### src/rtl/if_fetch_ctrl_if.sv
// Instruction-memory request/response bus between the fetch unit and memory.
interface if_fetch_ctrl_if;
    localparam int unsigned XLEN = 32;

    logic            imem_req;
    logic [XLEN-1:0] imem_addr;
    logic            imem_ready;
    logic            imem_rvalid;
    logic [XLEN-1:0] imem_rdata;

    modport master (
        output imem_req,
        output imem_addr,
        input  imem_ready,
        input  imem_rvalid,
        input  imem_rdata
    );

    modport slave (
        input  imem_req,
        input  imem_addr,
        output imem_ready,
        output imem_rvalid,
        output imem_rdata
    );
endinterface

### src/rtl/if_fetch_ctrl.sv
// Fetch-side initiator: owns the PC, issues one word request at a time,
// applies branch/jump redirects, squashes wrong-path responses and stops on
// the halt word.
module if_fetch_ctrl #(
    parameter logic [31:0] RESET_PC   = 32'd0,
    parameter logic [31:0] HALT_INSTN = 32'hFFFF_FFFF
) (
    input  logic              clk,
    input  logic              reset,
    input  logic              stall,
    input  logic              branch_taken,
    input  logic [31:0]       branch_target,
    input  logic              jump_in,
    input  logic [25:0]       jump_address,
    if_fetch_ctrl_if.master   imem,
    output logic [31:0]       instn,
    output logic [31:0]       instn_pc,
    output logic              instn_valid,
    output logic              halted,
    output logic [31:0]       counter,
    output logic [31:0]       jump_counter,
    output logic [31:0]       branch_counter
);
    localparam int unsigned XLEN = 32;

    typedef enum logic [1:0] {
        S_REQ  = 2'd0,
        S_WAIT = 2'd1,
        S_HALT = 2'd2
    } state_t;

    state_t          state;
    logic [XLEN-1:0] pc;
    logic [XLEN-1:0] pending_pc;
    logic            squash;

    logic            redirect;
    logic [XLEN-1:0] redirect_target;
    logic            handshake;

    // Redirect decode: branch wins over jump; redirects are dead once halted.
    always_comb begin
        redirect        = 1'b0;
        redirect_target = pc;
        if (state != S_HALT) begin
            redirect = branch_taken || jump_in;
            if (branch_taken) begin
                redirect_target = branch_target;
            end else begin
                redirect_target = {6'b0, jump_address};
            end
        end
    end

    // Request is held off while a valid instruction is stalled in IF/ID.
    assign imem.imem_req  = reset && (state == S_REQ) && (!instn_valid || !stall);
    assign imem.imem_addr = pc;
    assign handshake      = imem.imem_req && imem.imem_ready;

    // Fetch FSM, PC, IF/ID output register and event counters.
    always_ff @(posedge clk or negedge reset) begin
        if (!reset) begin
            state          <= S_REQ;
            pc             <= RESET_PC;
            pending_pc     <= '0;
            squash         <= 1'b0;
            instn          <= '0;
            instn_pc       <= '0;
            instn_valid    <= 1'b0;
            halted         <= 1'b0;
            counter        <= '0;
            jump_counter   <= '0;
            branch_counter <= '0;
        end else begin
            if (instn_valid && !stall) begin
                instn_valid <= 1'b0;
            end

            // A redirect flushes whatever sits in IF/ID, even under stall.
            if (redirect) begin
                instn_valid <= 1'b0;
                if (branch_taken) begin
                    branch_counter <= branch_counter + 32'd1;
                end else begin
                    jump_counter <= jump_counter + 32'd1;
                end
            end

            case (state)
                S_REQ: begin
                    if (handshake) begin
                        state <= S_WAIT;
                        if (redirect) begin
                            squash     <= 1'b1;
                            pending_pc <= redirect_target;
                        end
                    end else if (redirect) begin
                        pc <= redirect_target;
                    end
                end

                S_WAIT: begin
                    if (imem.imem_rvalid) begin
                        state  <= S_REQ;
                        squash <= 1'b0;
                        if (redirect) begin
                            pc <= redirect_target;
                        end else if (squash) begin
                            pc <= pending_pc;
                        end else if (imem.imem_rdata == HALT_INSTN) begin
                            halted <= 1'b1;
                            state  <= S_HALT;
                        end else begin
                            instn       <= imem.imem_rdata;
                            instn_pc    <= pc;
                            instn_valid <= 1'b1;
                            counter     <= counter + 32'd1;
                            pc          <= pc + 32'd4;
                        end
                    end else if (redirect) begin
                        squash     <= 1'b1;
                        pending_pc <= redirect_target;
                    end
                end

                S_HALT: begin
                    state <= S_HALT;
                end

                default: begin
                    state <= S_REQ;
                end
            endcase
        end
    end
endmodule

### src/flat_wrapper.sv
// flat-port wrapper written by rule: the top's interface ports become plain ports
module if_fetch_ctrl_flat 
#(
    parameter logic [31:0] RESET_PC   = 32'd0,
    parameter logic [31:0] HALT_INSTN = 32'hFFFF_FFFF
)
  (clk, reset, stall, branch_taken, branch_target, jump_in, jump_address, instn, instn_pc, instn_valid, halted, counter, jump_counter, branch_counter, imem_imem_req, imem_imem_addr, imem_imem_ready, imem_imem_rvalid, imem_imem_rdata);
  if_fetch_ctrl_if imem_i ();
  input  logic clk;
  input  logic reset;
  input  logic stall;
  input  logic branch_taken;
  input  logic [31:0] branch_target;
  input  logic jump_in;
  input  logic [25:0] jump_address;
  output logic [31:0] instn;
  output logic [31:0] instn_pc;
  output logic instn_valid;
  output logic halted;
  output logic [31:0] counter;
  output logic [31:0] jump_counter;
  output logic [31:0] branch_counter;
  output wire logic [$bits(imem_i.imem_req)-1:0] imem_imem_req;
  output wire logic [$bits(imem_i.imem_addr)-1:0] imem_imem_addr;
  input wire logic [$bits(imem_i.imem_ready)-1:0] imem_imem_ready;
  input wire logic [$bits(imem_i.imem_rvalid)-1:0] imem_imem_rvalid;
  input wire logic [$bits(imem_i.imem_rdata)-1:0] imem_imem_rdata;
  assign imem_imem_req = imem_i.imem_req;
  assign imem_imem_addr = imem_i.imem_addr;
  assign imem_i.imem_ready = imem_imem_ready;
  assign imem_i.imem_rvalid = imem_imem_rvalid;
  assign imem_i.imem_rdata = imem_imem_rdata;
  if_fetch_ctrl #(.RESET_PC(RESET_PC), .HALT_INSTN(HALT_INSTN)) u_core (.clk(clk), .reset(reset), .stall(stall), .branch_taken(branch_taken), .branch_target(branch_target), .jump_in(jump_in), .jump_address(jump_address), .imem(imem_i), .instn(instn), .instn_pc(instn_pc), .instn_valid(instn_valid), .halted(halted), .counter(counter), .jump_counter(jump_counter), .branch_counter(branch_counter));
endmodule
### config.mk
export PLATFORM = sky130hd
export DESIGN_NAME = if_fetch_ctrl_flat
export DESIGN_NICKNAME = d
export VERILOG_FILES = /design/src/rtl/if_fetch_ctrl_if.sv /design/src/rtl/if_fetch_ctrl.sv /design/src/flat_wrapper.sv
export SDC_FILE = /design/constraint.sdc
export NUM_CORES = 1
export LEC_CHECK = 0
export ABC_AREA = 1
export CAP_MARGIN = 5
export CORE_UTILIZATION = 45
export CTS_CLUSTER_DIAMETER = 120
export DETAILED_ROUTE_END_ITERATION = 10
export GPL_ROUTABILITY_DRIVEN = 1
export HOLD_SLACK_MARGIN = 0.12
export PLACE_DENSITY = 0.81
export SETUP_SLACK_MARGIN = 0.2
export SYNTH_ARGS = -nofsm -noshare
export SYNTH_HDL_FRONTEND = slang
export SYNTH_SLANG_ARGS = --single-unit
### constraint.sdc
create_clock -name clk -period 2.6 [get_ports clk]
set_input_delay 0.65 -clock clk [delete_from_list [all_inputs] [get_ports clk]]
set_output_delay 0.65 -clock clk [all_outputs]
set_load 0.03 [all_outputs]
Word-level counts from Yosys, hierarchy flattened
Index checks and enable logic that the tools add are counted.
{ "op_classes": {"addsub": 4, "mul": 0, "n_div": 0, "magnitude_cmp": 0, "eq_ne": 10, "shifts": 0, "n_mux": 31, "bitwise": 4, "reduce_logical": 18} }
{ "ops": {"columns": ["cell", "count"], "rows": [
  ["two-way mux 32 bit", 11],
  ["one-hot mux 32 bit (2 select lines)", 2],
  ["adder 32 x 1 -> 32 bit (second input constant)", 3],
  ["adder 32 x 3 -> 32 bit (second input constant)", 1],
  ["equality test 32 bit (second input constant)", 1],
  ["AND reduction 5 bit", 3],
  ["two-way mux 1 bit", 11],
  ["two-way mux 2 bit", 5],
  ["inequality test 2 bit (second input constant)", 4],
  ["AND reduction 2 bit", 4],
  ["one-hot mux 2 bit (3 select lines)", 1],
  ["logical AND 1 bit", 4],
  ["inequality test 2 x 1 -> 1 bit (second input constant)", 2],
  ["inequality test 4 x 2 -> 1 bit (second input constant)", 1],
  ["NOT 1 bit", 4],
  ["AND reduction 3 bit", 1],
  ["equality test 2 x 1 -> 1 bit (second input constant)", 1],
  ["equality test 2 bit (second input constant)", 1],
  ["logical NOT 1 bit", 2],
  ["logical NOT 2 bit", 1],
  ["logical OR 1 bit", 2],
  ["one-hot mux 1 bit (2 select lines)", 1],
  ["nonzero test 2 bit", 1]
]} }
{ "word_totals": {"register_bits": 229, "latch_bits": 0, "ram_bits": 0, "romBits": 0, "in_bits": 97, "output_inout_bits": 195, "word_cells": 78, "n_memories": 0} }

Logic depth before layout (Yosys ltp)
{ "depth": {"ltp_word": 9, "ltp_mapped": 12, "ltp_nobuf": 12} }

Least setup slack after synthesis
Ideal clock, no wire load.
{ "synth_timing": {"kind": "flip-flop to flip-flop", "start": "reg u_core.counter[0]", "end": "reg u_core.counter[16]", "setup_ns": 0.126, "arrival_time_ns": 1.737, "required_ns": 2.474, "setup_slack_ns": 0.737, "stages_incl_launch_ff": 8, "n_path_buf": 0, "synth_period_minus_slack_ns": 1.863, "cell_sequence": "dfrtp_1 > ha_1 > inv_1 > nor3_1 > nand2_1 > nor2_1 > xor2_1 > o21ai_0"} }
{ "synth_via": {"elab_chain_len": 1} }
{ "synth_rtl": {"columns": ["element", "line_no", "source"], "rows": [
  ["start, declared", "if_fetch_ctrl.sv:20", "output logic [31:0] counter,"],
  ["start signal, assigned", "if_fetch_ctrl.sv:117", "counter <= counter + 32'd1;"],
  ["adder 32 x 1 -> 32 bit", "if_fetch_ctrl.sv:117", null]
]} }
Every way passes these cells.
A chain may end at the register's enable or synchronous reset.

Worst setup path after layout
{ "layout_timing": {"start": "reg u_core.counter[18]", "end": "out counter[18]"} }
{ "layout_lines": {"columns": ["element", "line_no", "source"], "rows": [
  ["end, declared", "flat_wrapper.sv:20", "output logic [31:0] counter;"]
]} }
No word-level cell between the ends.

==> metrics.md <==
| Metric | Value |
|---|---|
| Clk_skew | `0.00880 ns` |
| Fillers | `between 2000 and 3000` |
| Hold-fix buffers, CTS | `0` |
| Clk buf depth | `3` |
| Leak | `between 8 and 9 nW` |
| Max incr delay on CP | `around 0.72 ns` |
| Gpl congestion | `0.963` |
| Simple-Gate Fraction of Synth Area | `37.0%` |
| Relative slew slack | `41.1%` |
| # setup viols final | `0` |
| Sequential share of the synthesized area | `44.7%` |
| Setup TNS | `0 ns` |
| CP Data Required Time | `1.95 ns` |
| Register Area | `5730 um^2` |
| EDFF count, synth | `0` |
| Share of layout cells above drive strength 1 | `5.49%` |
| Post-synth ARST share | `100%` |
| Max-Cap Viols | `0` |
| Clock slew at reported path FFs | `0.06 ns` |
| Final period util | `90.8%` |
| Global-route wire length before repair | `64.3 mm` |
| Clock Tree Root | `clkbuf_16` |
| Delay-heaviest family, CP | `buffers and inverters` |
| YS warnings | `0` |
| CTS tree | `built` |
| ANT nets after route | `0` |
| Die area | `29200 um^2` |
| Vias per cell | `5.16` |
| First drt pass iteration count | `6` |
| Setup crit end kind | `output pin` |
| Remaining DRCs | `0` |
| Syn nets | `1936` |
| Post-DP HPWL | `approximately 30 mm` |
| Placed instance count | `2479` |
| R2R cell count | `11` |
| Area grow syn2layout | `34.1%` |
| Post-CTS Setup Inserts | `0` |
| Critical path type | `reg -> out` |
| Area of the multi-input gates | `between 6000 and 7000 um^2` |
| Total GRT Usage | `27.8%` |
| Outcome | `complete, no violations` |
| Total power | `14.6 mW` |
| Mapped cell area | `12800 um^2` |
| Top Ports | `292` |
| Synth unique cells | `37` |
| Final Instance Count excl. Fillers | `roughly 2500` |
| Hold WC Path Type | `in -> async` |
| FF-to-FF Start | `u_core.imem.imem_addr[8]` |
| Synth Area per Inst | `6.99 um^2` |
| Combinational family with the most area after synthesis | `simple AND/OR/NAND/NOR gates` |
| Least-Margin Pin Slew | `0.884 ns` |
| Compound-cell area share of the yosys netlist | `7.04%` |
| Htree depth | `1` |
| 1st-iter DRT viols | `between 1000 and 1500` |
| Global route overflow | `0` |
| Worst Path Arrival | `1.71 ns` |
| Type of origin of the critical path | `flip-flop` |
| Per-cell routed wire length | `16.1 um` |
| Fin nets | `2230` |
| Top post-synthesis cells by area | `dfrtp_1, nand2_1, nor2_1, o21ai_0, inv_1` |
| Most frequent cells in the layout | `nand2_1, clkdlybuf4s50_1, nor2_1` |
| Die W | `171 um` |
| Routed WL | `a little over 40 mm` |
| Share of Yosys cell area claimed by the top area cell type | `44.7%` |
| Achievable Freq | `approximately 0.42 GHz` |
| Reg2Reg Capture Point | `u_core.imem.imem_addr[31]` |
| Power density cells | `846 nW/um^2` |
| Initial Util | `45.9%` |
| Mux cell area share after synthesis | `0%` |
| IO buf count | `291` |
| Core Region | `between 20000 and 30000 um^2` |
| Primary FF master, synth | `dfrtp_1` |
| CP Max Fanout | `5` |
| CP max-delay cell | `clkdlybuf4s50_1` |
| Post-Synth XOR/XNOR Area | `4.64%` |
| Cells after Synth | `1835` |
| Vias in the first global route | `12400` |
| Crit path time final | `2.36 ns` |
| # rows | `61` |
| Hold Vio Cnt, Final | `0` |
| Reg2Reg Setup Slack | `around 0.50 ns` |
| Final Max Tran Viols | `0` |
| Synthesis-stage register bit count | `between 200 and 250` |
| Adder-cell share of the synthesized area | `0.390%` |
| Clock latency on the worst-skew pair | `0.53 ns` |
| RSZ-0062 raised after global routing | `false` |
| Buffers & Inverters on Critical Path | `1` |
| Via count | `13000` |
| Post-synth top area cell | `dfrtp_1` |
| Number of antenna violations at the first check in global routing | `1` |
| Clock sink count | `229` |
| Peak supply drop | `0.000490 V` |
| Die H | `171 um` |
| Worst-path cell chain | `clkdlybuf4s50_1` |
| Pin count of the biggest net entering global routing | `154` |
| Commonest non-fill, non-tap cell in the layout | `nand2_1` |
| Total CTS buffers | `26` |
## state kept, by name, indices dropped and copies added (netlist names)
name / flops
u_core.branch_counter: 32
u_core.counter: 32
u_core.halted: 1
u_core.imem.imem_addr: 32
u_core.instn: 32
u_core.instn_pc: 32
u_core.instn_valid: 1
u_core.jump_counter: 32
u_core.pending_pc: 32
u_core.squash: 1
u_core.state: 2
## how the worst max path moves through the flow
stage,start,endpoint,slack (ns),cells past startpoint
2_1_floorplan,u_core.counter[0],u_core.counter[16],0.74,7
3_3_place_gp,imem_imem_rdata[0],u_core.imem.imem_addr[31],0.11,12
3_5_place_dp,imem_imem_rdata[1],u_core.imem.imem_addr[8],0.07,12
4_1_cts,u_core.imem.imem_addr[29],imem_imem_addr[29],0.21,1
5_1_grt,u_core.counter[10],counter[10],0.20,1
6_report,u_core.counter[18],counter[18],0.24,1
## repair_timing
action                                  CTS  global route
endpoints found under the setup margin   24            10
gates cloned                              0             0
gates resized for setup                  24            10
## routing by layer
| layer | vias up | GRT usage, % | part of all wire [%] |
|---|---|---|---|
| met3 | 106 | 3.77 | 7.3 |
| met2 | 561 | 44.1 | 46 |
| met4 | 0 | 12.0 | 4.1 |
| met5 | - | 0 | 0 |
| li1 | 6335 | - | - |
| met1 | 6027 | 37.9 | 43 |
## report_power, final
| group | total, mW | switching [mW] | internal, mW |
|---|---|---|---|
| registers | 5.30 | 0.881 | 4.42 |
| logic | 5.28 | 3.29 | 1.99 |
| clock network | 3.97 | 1.52 | 2.45 |
| total | 14.6 | 5.69 | 8.86 |
## cell families (layout without fill, tap and decap cells)
logic type                 after synthesis  in the layout
other                                    0              1
AOI/OAI and AO/OA                      163            163
adders and majority gates                4              4
and+or+nand+nor                       1184           1184
buffers and inverters                  187            500
DFF                                    229            229
xor gates and xnor gates                68             68
## cell usage after synthesis (2+ instances only)
cell type  instances
nor2_2             5
ha_1               4
nand2_4            3
nor3_1            22
xor2_1            48
o211ai_1           4
nor2_1           246
inv_1            118
dfrtp_1          229
o21ai_2           10
nor2_4             2
a31oi_1           22
nor3b_1            2
clkbuf_1          16
a21oi_1           33
nand2_2            4
buf_6              4
nand3b_1          14
nand4_1           20
inv_2              6
nand2_1          793
nand3_1           68
buf_2             33
buf_4              8
xnor2_1           20
o21ai_0           90
## stage by stage
stage	utilization, %	hold WS, ns	setup WS, ns	cell area (um^2)
global placement	58.3	0.449	0.110	16300
CTS	61.5	0.213	0.212	17200
global route	61.6	0.245	0.200	17200
detailed placement	58.3	0.465	0.0685	16300
finish	61.6	0.213	0.240	17200
floorplan	-	0.354	0.737	12800
## final cells by class
cell class / instances / area share, %
Tap cell: 378 / 2.75
Sequential cell: 229 / 33.3
Timing Repair Buffer: 328 / 19.2
Antenna cell: 1 / 0.0145
Inverter: 125 / 2.73
Multi-Input combinational cell: 1419 / 36.6
Clock buffer: 35 / 4.45
Clock inverter: 12 / 0.967
(Power assumes the default switching activity.)
